[src/rtl/regfile_pkg.sv]
// ============================================================================
//  Module   : regfile_pkg
//  Brief    : Shared types and default sizes for the multi-port register file
//             and its dump streamer.
//  Revision : 1.0 - initial release
// ============================================================================
`default_nettype none

package regfile_pkg;

    // Default geometry of the register file
    localparam int DEF_XLEN  = 32;
    localparam int DEF_NREGS = 32;
    localparam int DEF_NRD   = 2;

    // Dump streamer states
    typedef enum logic [0:0] {
        IDLE   = 1'b0,
        STREAM = 1'b1
    } dump_state_e;

endpackage : regfile_pkg

`default_nettype wire

[src/rtl/regfile_dump_fsm.sv]
// ============================================================================
//  Module   : regfile_dump_fsm
//  Brief    : Sequencer that walks every register index once per dump request
//             with a valid/ready handshake. It tells the parent which index
//             to capture on the coming edge (cap_en / cap_idx) so that the
//             data register always samples the pre-edge array content.
//  Revision : 1.0 - initial release
// ============================================================================
`default_nettype none

module regfile_dump_fsm
    import regfile_pkg::*;
#(
    parameter int NREGS = DEF_NREGS,
    parameter int AW    = $clog2(NREGS)
) (
    input  logic          clk,
    input  logic          rst,
    input  logic          dump_start,
    input  logic          dump_ready,
    output logic          dump_busy,
    output logic          dump_valid,
    output logic [AW-1:0] dump_idx,
    output logic          cap_en,
    output logic [AW-1:0] cap_idx
);

    localparam logic [AW-1:0] LAST_IDX = AW'(NREGS - 1);

    dump_state_e   state_q, state_d;
    logic [AW-1:0] idx_q,   idx_d;

    // State and index registers; reset aborts any dump in flight
    always_ff @(posedge clk or negedge rst) begin
        if (!rst) begin
            state_q <= IDLE;
            idx_q   <= '0;
        end else begin
            state_q <= state_d;
            idx_q   <= idx_d;
        end
    end

    // Next state, index advance and capture request
    always_comb begin
        state_d = state_q;
        idx_d   = idx_q;
        cap_en  = 1'b0;
        cap_idx = '0;
        case (state_q)
            IDLE: begin
                if (dump_start) begin
                    state_d = STREAM;
                    idx_d   = '0;
                    cap_en  = 1'b1;
                    cap_idx = '0;
                end
            end
            STREAM: begin
                // dump_start is deliberately ignored here
                if (dump_ready) begin
                    if (idx_q == LAST_IDX) begin
                        state_d = IDLE;
                        idx_d   = '0;
                    end else begin
                        idx_d   = idx_q + 1'b1;
                        cap_en  = 1'b1;
                        cap_idx = idx_q + 1'b1;
                    end
                end
            end
            default: begin
                state_d = IDLE;
                idx_d   = '0;
            end
        endcase
    end

    assign dump_valid = (state_q == STREAM);
    assign dump_busy  = (state_q == STREAM);
    assign dump_idx   = idx_q;

endmodule : regfile_dump_fsm

`default_nettype wire

[src/rtl/regfile_mp.sv]
// ============================================================================
//  Module   : regfile_mp
//  Brief    : Parameterised register file with NRD combinational read ports,
//             one synchronous write port and a streaming dump interface that
//             emits every register once, one beat per accepted handshake.
//             Optional build macro REGFILE_BYPASS_EN forwards same-cycle
//             write data to matching read ports.
//  Revision : 1.0 - initial release
// ============================================================================
`default_nettype none

module regfile_mp
    import regfile_pkg::*;
#(
    parameter int XLEN     = DEF_XLEN,
    parameter int NREGS    = DEF_NREGS,
    parameter int NRD      = DEF_NRD,
    parameter int ZERO_REG = 1,
    localparam int AW      = $clog2(NREGS)
) (
    input  logic                clk,
    input  logic                rst,
    input  logic [NRD*AW-1:0]   rd_addr,
    output logic [NRD*XLEN-1:0] rd_data,
    input  logic                we,
    input  logic [AW-1:0]       wr_addr,
    input  logic [XLEN-1:0]     wr_data,
    input  logic                dump_start,
    output logic                dump_busy,
    output logic                dump_valid,
    input  logic                dump_ready,
    output logic [AW-1:0]       dump_idx,
    output logic [XLEN-1:0]     dump_data
);

    localparam logic [AW:0] NREGS_W = (AW + 1)'(NREGS);

    // True for an address that maps to a real, writable register; address 0
    // is excluded when it is hardwired to zero.
    function automatic logic addr_live(input logic [AW-1:0] a);
        return ({1'b0, a} < NREGS_W) && !((ZERO_REG != 0) && (a == '0));
    endfunction

    logic [XLEN-1:0] regs_q [NREGS];
    logic [XLEN-1:0] regs_d [NREGS];
    logic [XLEN-1:0] dump_data_q, dump_data_d;
    logic            wr_ok;
    logic            cap_en;
    logic [AW-1:0]   cap_idx;

    assign wr_ok = we && addr_live(wr_addr);

    // Array next value: a single write lands when the address is live
    always_comb begin
        regs_d = regs_q;
        if (wr_ok) begin
            regs_d[wr_addr] = wr_data;
        end
    end

    // Register array storage with asynchronous clear
    always_ff @(posedge clk or negedge rst) begin
        if (!rst) begin
            for (int i = 0; i < NREGS; i++) begin
                regs_q[i] <= '0;
            end
        end else begin
            regs_q <= regs_d;
        end
    end

    // Combinational read ports; dead addresses read as zero
    always_comb begin
        logic [AW-1:0] rd_a;
        rd_a    = '0;
        rd_data = '0;
        for (int p = 0; p < NRD; p++) begin
            rd_a = rd_addr[p*AW +: AW];
            if (addr_live(rd_a)) begin
                rd_data[p*XLEN +: XLEN] = regs_q[rd_a];
            end
`ifdef REGFILE_BYPASS_EN
            if (wr_ok && (rd_a == wr_addr)) begin
                rd_data[p*XLEN +: XLEN] = wr_data;
            end
`endif
        end
    end

    // Dump data capture reads the pre-edge array, never the bypass path
    always_comb begin
        dump_data_d = dump_data_q;
        if (cap_en) begin
            dump_data_d = addr_live(cap_idx) ? regs_q[cap_idx] : '0;
        end
    end

    // Dump data register
    always_ff @(posedge clk or negedge rst) begin
        if (!rst) begin
            dump_data_q <= '0;
        end else begin
            dump_data_q <= dump_data_d;
        end
    end

    assign dump_data = dump_data_q;

    regfile_dump_fsm #(
        .NREGS (NREGS),
        .AW    (AW)
    ) u_dump_fsm (
        .clk        (clk),
        .rst        (rst),
        .dump_start (dump_start),
        .dump_ready (dump_ready),
        .dump_busy  (dump_busy),
        .dump_valid (dump_valid),
        .dump_idx   (dump_idx),
        .cap_en     (cap_en),
        .cap_idx    (cap_idx)
    );

endmodule : regfile_mp

`default_nettype wire

[config.mk]
export PLATFORM = sky130hd
export DESIGN_NAME = regfile_mp
export DESIGN_NICKNAME = d
export VERILOG_FILES = /design/src/rtl/regfile_pkg.sv /design/src/rtl/regfile_dump_fsm.sv /design/src/rtl/regfile_mp.sv
export SDC_FILE = /design/constraint.sdc
export NUM_CORES = 2
export LEC_CHECK = 0
export BUFFER_PORTS_ARGS = -buffer_cell sky130_fd_sc_hd__buf_2
export CAP_MARGIN = 20
export CORE_MARGIN = 2
export CORE_UTILIZATION = 44
export CTS_BUF_LIST = sky130_fd_sc_hd__clkbuf_2
export DETAILED_ROUTE_END_ITERATION = 8
export GPL_ROUTABILITY_DRIVEN = 0
export HOLD_SLACK_MARGIN = 0.12
export SETUP_SLACK_MARGIN = 0.3
export SLEW_MARGIN = 20
export SYNTH_ARGS = -nofsm -noshare
export SYNTH_HDL_FRONTEND = slang
export SYNTH_HIERARCHICAL = 1
export SYNTH_SLANG_ARGS = --single-unit
[constraint.sdc]
create_clock -name clk -period 3.32 [get_ports clk]
set_input_delay 0.332 -clock clk [delete_from_list [all_inputs] [get_ports clk]]
set_output_delay 0.332 -clock clk [all_outputs]
set_load 0.1 [all_outputs]
After elaboration in Yosys (flattened, before gate mapping)
Index checks and enable logic that the tools add are counted.
{"block": "totals", "ff_bits": 1062, "out_inout_bits": 103}
{"block": "op_classes", "add_sub_neg": 1, "n_lt_le_gt_ge": 5, "n_eq_ne": 3, "n_mux": 27, "bitwise": 5, "reduce_logical": 8}
{"op": "1024-bit bitwise mux", "count": 1}
{"op": "32-bit binary-select mux with 5-bit select", "count": 3}
{"op": "32-bit two-way mux", "count": 10}
{"op": "32-bit demux with 5-bit select", "count": 1}
{"op": "6-bit greater-or-equal comparator (second input constant)", "count": 4}
{"op": "5-bit inverter with 6-bit output", "count": 4}
{"op": "5-bit logical NOT", "count": 4}
{"op": "5-bit two-way mux", "count": 4}
{"op": "5-bit one-hot mux with 2 select lines", "count": 2}
{"op": "6-bit by 1-bit < comparator with 1-bit output (second input constant)", "count": 1}
{"op": "5-bit by 1-bit adder with 5-bit output (second input constant)", "count": 1}
{"op": "5-bit == test (second input constant)", "count": 1}
{"op": "1-bit two-way mux", "count": 4}
{"op": "2-bit inequality test (second input constant)", "count": 2}
{"op": "1-bit one-hot mux with 2 select lines", "count": 2}
{"op": "1-bit logical AND", "count": 2}
{"op": "2-bit AND reduction", "count": 1}
{"op": "1-bit logical NOT", "count": 1}
{"op": "1-bit inverter", "count": 1}

Depth between registers and ports, before layout
{"block": "logic_depth", "depth_word": 9, "ltp_mapped": 14, "mapped_depth_nobuf": 9}

Modules after synthesis
The synthesis kept the hierarchy.
{"mod": "regfile_mp", "n_inst": 1, "cells_per_inst": 4148, "area_each_um2": 63151.8, "seq_area_each_um2": 26425.3}
{"mod": "regfile_dump_fsm", "n_inst": 1, "cells_per_inst": 41, "area_each_um2": 397.9, "seq_area_each_um2": 150.1}

Least setup slack after synthesis
OpenSTA, ideal clock, no wires.
{"block": "synth_path", "path_type": "flip-flop to flip-flop", "start": "register u_dump_fsm.idx_q[0] (netlist: u_dump_fsm/dump_idx[0])", "end": "register dump_data_q[10] (netlist: dump_data[10])", "setup_time_ns": 0.138, "arrival_time_ns": 3.698, "required_time_ns": 3.182, "slack_ns": -0.516, "stages_incl_launch_ff": 12, "path_buffers": 2, "synth_period_minus_slack_ns": 3.836, "path_cell_list": "dfrtp_1 ha_1 and3_1 ha_1 or2_1 nor2_1 buf_2 buf_2 mux4_2 mux2_2 a2111oi_0 a21oi_1"}
{"block": "synth_between", "elab_chain_cells": 9, "word_cells_on_any_way": 14, "classes_between": "add/sub (1); eq/ne (1); mux (10); bitwise (1); reduce/logical (1)"}
{"item": "start, declared", "line": "regfile_dump_fsm.sv:31", "source": "logic [AW-1:0] idx_q, idx_d;"}
{"item": "start signal, assigned", "line": "regfile_dump_fsm.sv:40", "source": "idx_q <= idx_d;"}
{"item": "5-bit by 1-bit adder with 5-bit output or 5-bit == test (tied branches)", "line": "regfile_dump_fsm.sv:68, regfile_dump_fsm.sv:62"}
{"item": "5-bit two-way mux (*)", "line": "regfile_dump_fsm.sv:62", "source": "if (idx_q == LAST_IDX) begin"}
{"item": "5-bit two-way mux (*)", "line": "regfile_dump_fsm.sv:61", "source": "if (dump_ready) begin"}
{"item": "5-bit one-hot mux with 2 select lines (*)", "line": "regfile_dump_fsm.sv:50", "source": "case (state_q)"}
{"item": "net cap_idx[0]", "line": "regfile_mp.sv:49", "source": "logic [AW-1:0] cap_idx;"}
{"item": "5-bit inverter with 6-bit output (implied by the code)", "line": "regfile_mp.sv:94", "source": "dump_data_d = addr_live(cap_idx) ? regs_q[cap_idx] : '0;"}
{"item": "32-bit binary-select mux with 5-bit select", "line": "regfile_mp.sv:94"}
{"item": "32-bit two-way mux (implied by the code) (2 in series)", "line": "regfile_mp.sv:94"}
{"item": "32-bit two-way mux (*)", "line": "regfile_mp.sv:94"}
{"item": "end signal, assigned", "line": "regfile_mp.sv:103", "source": "dump_data_q <= dump_data_d;"}
{"item": "end, declared", "line": "regfile_mp.sv:46", "source": "logic [XLEN-1:0] dump_data_q, dump_data_d;"}
The timed path passes the listed nets; every way through them passes the cells marked *. The select of a mux whose other input is x is not followed.
A chain may end at the register's enable or synchronous reset.

Worst setup path after layout
{"block": "layout_path", "start": "register regs_q[313] (netlist bit)", "end": "output port rd_data[25]"}
{"block": "layout_between", "elab_chain_cells": 4}
{"item": "start, declared", "line": "regfile_mp.sv:44", "source": "logic [XLEN-1:0] regs_q [NREGS];"}
{"item": "start signal, assigned", "line": "regfile_mp.sv:68", "source": "regs_q <= regs_d;"}
{"item": "32-bit binary-select mux with 5-bit select", "line": "regfile_mp.sv:80", "source": "rd_data[p*XLEN +: XLEN] = regs_q[rd_a];"}
{"item": "32-bit two-way mux (implied by the code) (2 in series)", "line": "regfile_mp.sv:80"}
{"item": "32-bit two-way mux", "line": "regfile_mp.sv:79", "source": "if (addr_live(rd_a)) begin"}
{"item": "end, declared", "line": "regfile_mp.sv:24", "source": "output logic [NRD*XLEN-1:0] rd_data,"}
Every way passes these cells. The select of a mux whose other input is x is not followed.

==> results.json <==
{
  "synth-warning-count": 6,
  "hold_depth": 4,
  "first_iter_violations": 4988,
  "end_kind": "output port",
  "grt_max_degree": 99,
  "firstDrtPassIters": 7,
  "layout_commonest_cell": "dfrtp_1",
  "place_area_sq_um": 69500,
  "startpoint_type": "flip-flop",
  "path_clk_slew_ns": 0.10,
  "status": "finished with violations",
  "cts_buffers": 308,
  "htree_num_levels": 5,
  "period_share": 1.25,
  "die_w_um": 384,
  "reg2regPathDepth": 13,
  "timing.rr.end": "dump_data[25]",
  "dp_hpwl_um": 142000,
  "die_area_sq_um": 147000,
  "synth_cells": 4189,
  "tightest_slew_ns": 1.27,
  "hold_viol_final": 0,
  "path_max_fanout": 4,
  "fmax_mhz": 241,
  "netlist_area_sq_um": 63500,
  "num_vias": 45000,
  "cts_tree": "done",
  "grt_pass1_wl_um": 336000,
  "layout_setup_ws_ns": -0.825,
  "buffer_ports.inserted": 154,
  "ys_seq_area_frac": 0.418,
  "filler_cell_count": 11900,
  "power.internal_mw": 30.4,
  "design_area_sq_um": 76600,
  "cp.required_ns": 2.99,
  "syn_nets": 4243,
  "p_sw_mw": 20.0,
  "coreArea_sq_um": 143000,
  "synth_edf_count": 0,
  "clk_latency_ns": 1.81,
  "cts_root_buf": "clkbuf_2",
  "p_comb_frac": 0.455,
  "syn_area_per_cell_sq_um": 15.2,
  "via_per_inst": 6.65,
  "p_sw_frac": 0.397,
  "nNetsFinal": 4724,
  "clock_power_share": 0.188,
  "criticalPathCategory": "flip-flop to output port",
  "r2r_slack_ns": 0.02,
  "most-common-layout-cells": "1047 x dfrtp_1, 988 x mux2_1, 738 x mux4_2, 427 x clkbuf_2, 317 x mux2i_1",
  "fin_skew_ns": 0.104,
  "rsz0062_at_grt": "yes",
  "grt_antenna_before_repair": 16,
  "ys_ff_latch": 1062,
  "cts.sinks": 1062,
  "ir_drop_mv": 0.426,
  "io-pin-count": 155,
  "area_growth_pct": 20.5,
  "min_from": "wr_data[16]",
  "maxSlewHeadroom": 0.156,
  "cp.arrival_ns": 3.81,
  "chipHeight_um": 384,
  "overflow": 0,
  "drc": 0,
  "finalSetupViolations": 64,
  "synth_cell_types": 48,
  "num_rows": 139,
  "async_reset_ff_frac": 1.00,
  "hold-path-endpoint": "regs_q[720]",
  "cts_buffer_depth": 4,
  "drive_above_1_share": 0.424,
  "period_needed_ns": 4.15,
  "seqPwrFrac": 0.358,
  "violations": "setup timing",
  "cellLeakagePower_nw": 32.9,
  "wl_per_cell_um": 34.3,
  "r2r-start": "u_dump_fsm/dump_idx[1]",
  "grt_pass1_vias": 46000,
  "drtAntennaViolNets": 0,
  "maxCapViolCount": 0,
  "worstHoldPathType": "primary input to flip-flop",
  "final_max_slew_viol_count": 0,
  "initial_core_util": 0.443,
  "ys.flop_type": "dfrtp_1",
  "grt_usage": 0.318,
  "final_util": 0.534,
  "p_per_area_nw_per_um2": 658,
  "finalWirelength_um": 232000
}
## how the worst max path moves through the flow
stage	cells after the start	slack, ns	end	from
final	5	-0.83	rd_data[25]	regs_q[313]
after global routing	5	-0.93	rd_data[60]	regs_q[124]
after CTS	5	-0.96	rd_data[15]	regs_q[399]
after detailed placement	11	0.02	dump_data[0]	u_dump_fsm/dump_idx[1]
after global placement	11	0.09	dump_data[1]	u_dump_fsm/dump_idx[1]
after floorplan	12	0.05	dump_data[10]	u_dump_fsm/dump_idx[0]
## critical path: stages, from the launching register on
cell and delay, ns:
dfrtp_1 0.43, mux4_2 0.48, mux4_2 0.57, a2bb2oi_2 0.21
o21ai_2 0.15, buf_12 0.22
## cell families after synthesis
| group | after synthesis | share of synthesized area |
|---|---|---|
| fa+ha+maj | 2 | 0.000394 |
| compound gates | 329 | 0.0362 |
| mux | 2081 | 0.493 |
| buf+inv | 500 | 0.0336 |
| xor+xnor | 2 | 0.000276 |
| flops | 1062 | 0.418 |
| simple gates | 213 | 0.0180 |
## timing repair
item | CTS | global route
endpoints found under the hold margin | 2092 | 242
pin swaps | 37 | 19
hold buffers | 109 | 9
buffers inserted | 70 | 28
resized for setup | 424 | 70
setup endpoints to repair | 135 | 156
cloned | 15 | 0
## registers in the layout, indices dropped and copies added (netlist names)
register,flops
dump_data,32
regs_q,1024
u_dump_fsm/dump_busy,1
u_dump_fsm/dump_idx,5
## area by class of cell
cell class,count,area [sq um],area share
Inverter,2,7.51,0.0000980
Antenna cell,9,22.5,0.000294
Multi-Input combinational cell,2627,37200,0.485
Timing Repair Buffer,669,7960,0.104
Clock inverter,74,335,0.00438
Sequential cell,1062,26600,0.347
Tap cell,1903,2380,0.0311
Clock buffer,426,2130,0.0278
## metal layers
metal,vias to the layer above,GRT usage,routed length (um)
met5,-,0,81
li1,17800,-,-
met4,14,0.128,9730
met2,2378,0.471,105000
met1,24300,0.443,95200
met3,549,0.0861,22500
## stage by stage
step	setup TNS (ns)	std cells	power, mW	worst slack [ns]	hold slack [ns]
finish	-45.22	6772	50.4	-0.825	0.220
global route	-54.87	6768	52.5	-0.927	0.140
CTS	-60.17	6727	49.9	-0.961	0.293
detailed placement	0	6033	37.9	0.0245	0.380
global placement	0	6033	37.6	0.0861	0.375
floorplan	0	4189	31.8	0.0530	0.0364
## synthesized netlist by cell type (2+ instances only)
| library cell | number | area [sq um] |
|---|---|---|
| buf_2 | 103 | 515 |
| a21oi_1 | 31 | 155 |
| buf_1 | 74 | 278 |
| a2111oi_0 | 33 | 289 |
| or4_1 | 33 | 248 |
| mux4_2 | 738 | 16600 |
| nor2b_1 | 2 | 12.5 |
| nor2_1 | 85 | 319 |
| buf_6 | 6 | 67.6 |
| mux2_2 | 38 | 428 |
| or3b_1 | 3 | 26.3 |
| dfrtp_1 | 1062 | 26600 |
| nand3_1 | 4 | 20.0 |
| clkbuf_1 | 292 | 1100 |
| nand2b_1 | 35 | 219 |
| o21ai_1 | 66 | 330 |
| mux2i_1 | 317 | 3170 |
| o211ai_1 | 31 | 233 |
| nor4_1 | 2 | 12.5 |
| a22o_1 | 33 | 289 |
| ha_1 | 2 | 25.0 |
| nand3b_1 | 6 | 45.0 |
| o21ai_0 | 4 | 20.0 |
| o22ai_1 | 62 | 388 |
| nor3b_1 | 4 | 30.0 |
| and3_1 | 4 | 25.0 |
| or3_1 | 4 | 25.0 |
| buf_4 | 23 | 173 |
| nand2_1 | 18 | 67.6 |
| mux2_1 | 988 | 11100 |
| nor3_1 | 5 | 25.0 |
| a2bb2oi_1 | 64 | 561 |
| or2_2 | 2 | 12.5 |
## power groups by stage
stage                     Clock [mW]  Combinational [mW]  Sequential, mW
after floorplan                    0                13.7            18.1
after global placement             0                19.6            18.0
after detailed placement           0                19.8            18.1
after CTS                       9.69                22.3            17.9
after global routing            10.4                23.8            18.3
final                           9.45                22.9            18.0
Power figures use the tool's default switching activity.
